## config.mk

```make
export PLATFORM = sky130hd
export DESIGN_NAME = intpol2_d4_addsub_pipe_flat
export DESIGN_NICKNAME = d
export VERILOG_FILES = /design/src/rtl/intpol2_d4_pkg.sv /design/src/rtl/intpol2_d4_addsub_if.sv /design/src/rtl/intpol2_d4_addsub_lane.sv /design/src/rtl/intpol2_d4_addsub_pipe.sv /design/src/flat_wrapper.sv
export SDC_FILE = /design/constraint.sdc
export NUM_CORES = 1
export LEC_CHECK = 0
export CORE_ASPECT_RATIO = 2
export CORE_MARGIN = 3
export CORE_UTILIZATION = 47
export CTS_BUF_LIST = sky130_fd_sc_hd__clkbuf_4 sky130_fd_sc_hd__clkbuf_8
export DETAILED_ROUTE_END_ITERATION = 7
export PLACE_DENSITY = 0.8
export RECOVER_POWER = 100
export REMOVE_ABC_BUFFERS = 1
export SETUP_SLACK_MARGIN = 0.15
export SLEW_MARGIN = 0
export SYNTH_ARGS = -nofsm -noshare
export SYNTH_HDL_FRONTEND = slang
export SYNTH_SLANG_ARGS = --single-unit
```

## constraint.sdc

```tcl
create_clock -name clk -period 20.7 [get_ports clk]
set_input_delay 6.21 -clock clk [delete_from_list [all_inputs] [get_ports clk]]
set_output_delay 6.21 -clock clk [all_outputs]
set_load 0.1 [all_outputs]
```

## src/rtl/intpol2_d4_pkg.sv

```systemverilog
// intpol2_d4_pkg: op codes, default lane geometry and lane-slice helper shared by the add/sub pipe.
package intpol2_d4_pkg;
    localparam logic OP_SUB = 1'b0;
    localparam logic OP_ADD = 1'b1;
    localparam int DATA_WIDTH_DEF = 32;
    localparam int N_BITS_DEF = 2;
    localparam int W_DEF = DATA_WIDTH_DEF + N_BITS_DEF;
    localparam logic [W_DEF-1:0] SAT_MAX = {1'b0, {(W_DEF-1){1'b1}}};
    localparam logic [W_DEF-1:0] SAT_MIN = {1'b1, {(W_DEF-1){1'b0}}};
    function automatic int lane_lo(input int i, input int w);
        return i * w;
    endfunction
endpackage

```

## src/rtl/intpol2_d4_addsub_if.sv

```systemverilog
// intpol2_d4_addsub_if: shared valid/ready beat bus carrying all lanes' operands and results.
interface intpol2_d4_addsub_if #(
    parameter int W = 34,
    parameter int N_CH = 4
);
    logic s_valid;
    logic s_ready;
    logic [N_CH-1:0] op;
    logic [N_CH*W-1:0] A;
    logic [N_CH*W-1:0] B;
    logic m_valid;
    logic m_ready;
    logic [N_CH*W-1:0] C;
    logic [N_CH-1:0] ovf;
    modport master (output s_valid, op, A, B, m_ready, input s_ready, m_valid, C, ovf);
    modport slave (input s_valid, op, A, B, m_ready, output s_ready, m_valid, C, ovf);
endinterface

```

## src/rtl/intpol2_d4_addsub_lane.sv

```systemverilog
// intpol2_d4_addsub_lane: one lane of W+1-bit signed add/sub with optional clamp to the W-bit range.
module intpol2_d4_addsub_lane import intpol2_d4_pkg::*; #(
    parameter int W = 34,
    parameter bit SAT_EN = 1'b1
) (
    input  logic [W-1:0] a,
    input  logic [W-1:0] b,
    input  logic         op,
    output logic [W-1:0] c,
    output logic         ovf_hit
);
    logic [W:0] sum;
    always_comb begin
        sum = (op == OP_ADD) ? {a[W-1], a} + {b[W-1], b} : {a[W-1], a} - {b[W-1], b};
        ovf_hit = sum[W] ^ sum[W-1];
        c = (ovf_hit && SAT_EN) ? (sum[W] ? {1'b1, {(W-1){1'b0}}} : {1'b0, {(W-1){1'b1}}}) : sum[W-1:0];
    end
endmodule

```

## src/rtl/intpol2_d4_addsub_pipe.sv

```systemverilog
// intpol2_d4_addsub_pipe: two-stage, N_CH-lane add/sub pipe with shared valid/ready handshake,
// global enable and sticky per-lane overflow flags.
module intpol2_d4_addsub_pipe import intpol2_d4_pkg::*; #(
    parameter int DATA_WIDTH = DATA_WIDTH_DEF,
    parameter int N_bits = N_BITS_DEF,
    parameter int N_CH = 4,
    parameter int SAT_EN = 1
) (
    input logic clk,
    input logic rst,
    input logic en,
    input logic clr_ovf,
    intpol2_d4_addsub_if.slave bus
);
    localparam int W = DATA_WIDTH + N_bits;
    logic v1_q, v1_d, v2_q, v2_d;
    logic [N_CH*W-1:0] a_q, a_d, b_q, b_d, c_q, c_d, res;
    logic [N_CH-1:0] op_q, op_d, ovf_q, ovf_d, hit;
    logic adv1, adv2, ld1, upd;
    for (genvar i = 0; i < N_CH; i++) begin : g_lane
        intpol2_d4_addsub_lane #(.W(W), .SAT_EN(SAT_EN != 0)) u_lane (
            .a(a_q[lane_lo(i, W) +: W]),
            .b(b_q[lane_lo(i, W) +: W]),
            .op(op_q[i]),
            .c(res[lane_lo(i, W) +: W]),
            .ovf_hit(hit[i])
        );
    end
    always_comb begin
        adv2 = en && (!v2_q || bus.m_ready);
        adv1 = en && (!v1_q || adv2);
        ld1 = adv1 && bus.s_valid;
        upd = adv2 && v1_q;
        v1_d = adv1 ? bus.s_valid : v1_q;
        a_d = ld1 ? bus.A : a_q;
        b_d = ld1 ? bus.B : b_q;
        op_d = ld1 ? bus.op : op_q;
        v2_d = adv2 ? v1_q : v2_q;
        c_d = upd ? res : c_q;
        // a fresh overflow in the clearing cycle must survive the clear
        ovf_d = en ? ((clr_ovf ? '0 : ovf_q) | (upd ? hit : '0)) : ovf_q;
    end
    always_ff @(posedge clk or posedge rst) begin
        if (rst) begin
            v1_q <= 1'b0;
            v2_q <= 1'b0;
            a_q <= '0;
            b_q <= '0;
            op_q <= '0;
            c_q <= '0;
            ovf_q <= '0;
        end else begin
            v1_q <= v1_d;
            v2_q <= v2_d;
            a_q <= a_d;
            b_q <= b_d;
            op_q <= op_d;
            c_q <= c_d;
            ovf_q <= ovf_d;
        end
    end
    assign bus.s_ready = adv1 && !rst;
    assign bus.m_valid = v2_q;
    assign bus.C = c_q;
    assign bus.ovf = ovf_q;
endmodule
```

## src/flat_wrapper.sv

```systemverilog
// flat-port wrapper written by rule: the top's interface ports become plain ports
module intpol2_d4_addsub_pipe_flat import intpol2_d4_pkg::*;
#(
    parameter int DATA_WIDTH = DATA_WIDTH_DEF,
    parameter int N_bits = N_BITS_DEF,
    parameter int N_CH = 4,
    parameter int SAT_EN = 1
)
  (clk, rst, en, clr_ovf, bus_s_valid, bus_op, bus_A, bus_B, bus_m_ready, bus_s_ready, bus_m_valid, bus_C, bus_ovf);
  intpol2_d4_addsub_if #(.N_CH(N_CH)) bus_i ();
  input logic clk;
  input logic rst;
  input logic en;
  input logic clr_ovf;
  input wire logic [$bits(bus_i.s_valid)-1:0] bus_s_valid;
  input wire logic [$bits(bus_i.op)-1:0] bus_op;
  input wire logic [$bits(bus_i.A)-1:0] bus_A;
  input wire logic [$bits(bus_i.B)-1:0] bus_B;
  input wire logic [$bits(bus_i.m_ready)-1:0] bus_m_ready;
  output wire logic [$bits(bus_i.s_ready)-1:0] bus_s_ready;
  output wire logic [$bits(bus_i.m_valid)-1:0] bus_m_valid;
  output wire logic [$bits(bus_i.C)-1:0] bus_C;
  output wire logic [$bits(bus_i.ovf)-1:0] bus_ovf;
  assign bus_i.s_valid = bus_s_valid;
  assign bus_i.op = bus_op;
  assign bus_i.A = bus_A;
  assign bus_i.B = bus_B;
  assign bus_i.m_ready = bus_m_ready;
  assign bus_s_ready = bus_i.s_ready;
  assign bus_m_valid = bus_i.m_valid;
  assign bus_C = bus_i.C;
  assign bus_ovf = bus_i.ovf;
  intpol2_d4_addsub_pipe #(.DATA_WIDTH(DATA_WIDTH), .N_bits(N_bits), .N_CH(N_CH), .SAT_EN(SAT_EN)) u_core (.clk(clk), .rst(rst), .en(en), .clr_ovf(clr_ovf), .bus(bus_i));
endmodule
```

== Word-level counts from Yosys, hierarchy flattened ==
Cells that the tools add are included.

* Add/subtract/negate cells: 8
* Multiplexer cells: 14
* Bitwise logic cells: 5
* Reductions and logical operators: 10

{| class="wikitable"
|+ Operator list
! operator !! count
|-
| $mux 34 || 8
|-
| $add 34x34->35 || 4
|-
| $mux 35 || 4
|-
| $sub 34x34->35 || 4
|-
| $mux 4 || 2
|-
| $logic_and 1x1->1 || 5
|-
| $or 4x4->4 || 1
|-
| $xor 1x1->1 || 4
|-
| $logic_not 1->1 || 3
|-
| $logic_or 1x1->1 || 2
|}

* Register bits: 418
* Bits of input ports: 282
* Output and inout port bits: 142
* Logic and storage cells: 44

== Depth between registers and ports, before layout ==
* Depth in word-level cells: 6
* Gate-level depth with buffers: 23
* Gate-level depth less buffers: 20

== Modules after synthesis ==
From an unflattened synthesis, not the netlist that was laid out.

* Cells, all modules: 2,605
* Area total of the unflattened synthesis: 28,488.6 um^2

{| class="wikitable"
|+ By module, submodules not included
! module !! instances !! cells each !! area each (um^2)
|-
| intpol2_d4_addsub_pipe || 1 || 892 || 16,304.4
|-
| intpol2_d4_addsub_lane (u_core.g_lane[1].u_lane ...) || 2 || 405 || 2,946.6
|-
| intpol2_d4_addsub_lane (u_core.g_lane[0].u_lane) || 1 || 471 || 3,228.1
|-
| intpol2_d4_addsub_lane (u_core.g_lane[3].u_lane) || 1 || 432 || 3,062.9
|}

== Least setup slack after synthesis ==
OpenSTA, ideal clock, no wires.

* Path type: input-to-output
* Start point: input rst
* End point: output bus_s_ready
* Arrival: 16.802 ns
* Data required time: 14.490 ns
* Slack: -2.312 ns
* Stages: 3
* Path buffers: 0
* Path through: inv_1 -> nand2_1 -> a21oi_1

* Longest elaborated chain between the ends: 2

{| class="wikitable"
|+ RTL lines
! what !! RTL line !! RTL
|-
| start, declared || flat_wrapper.sv:12 || <nowiki>input logic rst;</nowiki>
|-
| $logic_not 1->1 (no source line) || -- ||
|-
| $logic_and 1x1->1 || intpol2_d4_addsub_pipe.sv:62 || <nowiki>assign bus.s_ready = adv1 && !rst;</nowiki>
|-
| end, declared || flat_wrapper.sv:20 || <nowiki>output wire logic [$bits(bus_i.s_ready)-1:0] bus_s_ready;</nowiki>
|}

No other way between the ends.

== Final worst setup path ==
Ends and elaborated chain as after synthesis.

==> impl_metrics.toml <==
[status]
status = "complete, but fails checks"
violations = "capacitance limit, slew limit"

[global_route]
use_met1_pct = 29.02
grt.overflow.total = 0
grtUsageMet2_pct = 48.02
grt_pass1_wl_um = 124100
antenna_found_initial = 11
first_global_vias = 23190
use_met3_pct = 4.821
grt_max_degree = 96
track_usage_pct = 26.16
grt.busiest_layer = "met2"

[routing]
detail_route.wl_per_cell_um = 19.70
avgViaCountPerCell = 5.721
drt_pre_antenna_iters = 5
drt_iter0_drc = 1298
drc = 0
wl_um = 78350
vias = 22750
antenna_left = 0

[logic_synthesis]
async_flop_share_pct = 100.0
ys_types = 82
yosysTopAreaCell = "dfrtp_1"
synthFlopType = "dfrtp_1"
syn-instance-count = 2806
synth_seq_area_share_pct = 39.71
ys_seq_elements = 418
synth_area_mm2 = 0.02634
ys_warn_count = 0
synth_edf_count = 0
syn_avg_cell_area_um2 = 9.388
synth_top_area_share_pct = 39.71
synth.area.top_cells = "dfrtp_1 40%, mux2_2 11%, ha_1 6.8%"

[clock_tree]
cts_tree = "done"
post_cts_resized = 0
cts_setup_buffers = 0
clk-insertion-delay-late_ns = 0.65
numCtsBuffers = 66
clk_path_buf_depth = 3
htreeDepth = 3
path_clk_slew_ns = 0.06
cts_sinks = 418
clock-root-buffer = "clkbuf_8"
cts_hold_buf = 0

[timing]
layout_min_cycle_time_ns = 15.10
worst_pin_slew_ns = 4.243
rsz0062_at_grt = "false"
min_period_over_period_pct = 72.94
max_freq_mhz = 66.23
final-hold-violation-count = 0
finalClockSkew_ns = 0.04166
drv_slew = 909
max_slew_margin_pct = -182.9
setup_viol = 0

[power_and_ir_drop]
p_sw_mw = 2.882
combPwrFrac_pct = 63.1
power_density_mw_per_mm2 = 168.3
p_int_mw = 2.601
peakVddDrop_mv = 0.1412
switching_share_pct = 52.56
clockPowerShare_pct = 14.3
leakage_nw = 14.04
seq_power_share_pct = 22.6

[setup_path]
crit_path_start_kind = "input port"
cp.buffers_inverters = 3
cpMaxStageDelayCell = "dlygate4sd3_1"
cp-startpoint = "rst"
cpMostUsedCell = "dlygate4sd3_1"
path_cells = "dlygate4sd3_1 > inv_8 > nand2_1 > a21oi_1 > dlygate4sd3_1"
crit_arrival_ns = 8.89
worstPathMaxFanout = 91
worst_setup_path_end_kind = "output port"
critPathRequiredTime_ns = 14.49
timing.rr.start = "u_core.b_q[104]$_DFFE_PP0P_"
cpPeakStageDelay_ns = 1.22
r2r_slack_ns = 13.11
critPathKind = "input port to output port"
cp_top_family = "buffers and inverters"

[job]
cap_violations = 14

[place]
postPlaceCellArea_mm2 = 0.03117
dp.cells = 3858
place_congestion = 0.9600
io_buffer_count = 423
dp_hpwl_um = 59210

[cells_and_area]
layout_commonest_cell = "dfrtp_1"
stdcell_area_mm2 = 0.03257
most-common-layout-cells = "418 x dfrtp_1, 287 x o21ai_0, 278 x clkdlybuf4s50_1"
drive_gt1_share_pct = 12.86
area_growth_pct = 23.64
fin_cells = 3977
final_util_pct = 58.78
fin_nets = 3612

[min_path]
min_from = "u_core.bus.C[96]$_DFFE_PP0P_"
hold_path.class = "register to register"

[floorplan]
die_area_mm2 = 0.05910
fp-row-count = 122
initial_core_util_pct = 47.54
ioPinCount = 424
coreArea_mm2 = 0.05541
die_h_um = 340.8
die-width_um = 173.4
[per-stage QoR]
stage	hold slack, ns	worst slack (ns)	power [mW]	setup TNS [ns]
5_1_grt	0.5000	5.507	5.853	0
4_1_cts	0.4706	5.765	5.546	0
2_1_floorplan	0.4852	-2.312	3.879	-202.11
3_3_place_gp	0.4547	5.763	4.688	0
6_report	0.4708	5.601	5.483	0
3_5_place_dp	0.4574	5.774	4.744	0
[final cells by class]
| class | instances | area (um^2) |
|---|---|---|
| Fill cell | 4794 | 22840 |
| Multi-Input combinational cell | 2201 | 15170 |
| Sequential cell | 418 | 10460 |
| Timing Repair Buffer | 443 | 4343 |
| Clock buffer | 97 | 1285 |
| Tap cell | 744 | 930.9 |
| Inverter | 52 | 202.7 |
| Clock inverter | 16 | 163.9 |
| Antenna cell | 6 | 15.01 |
[power by group through the flow]
stage                     logic [mW]  registers (mW)  clock network, mW
after floorplan                 1.79            2.09                  0
after global placement          3.44            1.25                  0
after detailed placement        3.49            1.26                  0
after CTS                       3.50            1.24              0.801
after global routing            3.75            1.27              0.835
final                           3.46            1.24              0.782
[worst paths after layout]
check | depth (start not counted) | to
max reg2reg | 17 | u_core.bus.C[121]$_DFFE_PP0P_
max | 5 | bus_s_ready
max in group asynchronous | 4 | u_core.b_q[135]$_DFFE_PP0P_
min | 2 | u_core.bus.C[96]$_DFFE_PP0P_
min in group asynchronous | 2 | u_core.a_q[75]$_DFFE_PP0P_
min reg2reg | 2 | u_core.bus.C[96]$_DFFE_PP0P_
[cell families after synthesis]
group / after synthesis / synth area share (%)
and+or+nand+nor: 739 / 13.07
adders and majority gates: 153 / 7.338
xor gates and xnor gates: 247 / 8.212
buffers and inverters: 187 / 2.850
AOI/OAI and AO/OA: 803 / 17.76
DFF: 418 / 39.71
muxes: 259 / 11.06
[routing by layer]
| layer | vias up | routed length [um] |
|---|---|---|
| met5 | - | 61 |
| met1 | 10990 | 29040 |
| met2 | 739 | 40980 |
| met4 | 8 | 3725 |
| met3 | 202 | 4546 |
| li1 | 10820 | - |
[sequential cells by signal (all words and copies together) (netlist names)]
| name | cells |
|---|---|
| u_core.b_q | 136 |
| u_core.bus.ovf | 4 |
| u_core.bus.C | 136 |
| u_core.a_q | 136 |
| u_core.v1_q | 1 |
| u_core.bus.m_valid | 1 |
| u_core.op_q | 4 |
[synth_stat cells, types with 6 or more instances]
library cell	count
a211oi_1	19
a21o_1	68
a21oi_1	273
a31o_2	6
a31oi_1	27
and2_1	10
and3_1	17
buf_2	13
clkbuf_1	113
dfrtp_1	418
ha_1	144
inv_1	52
mux2_2	257
nand2_1	271
nand2b_1	19
nand3_1	45
nand4_1	24
nor2_1	192
nor2b_1	18
nor3_1	67
nor4_1	21
o211ai_1	13
o21a_1	20
o21ai_0	238
o21ai_1	53
o21bai_1	17
or3_1	12
xnor2_1	91
xor2_1	156
[tightest hold or removal path, stage by stage, from the launching register on]
cell	delay [ns]
dfrtp_1	0.33
nand2_1	0.06
nand2_1	0.05
Note: power is estimated with default switching activity, not from simulation.
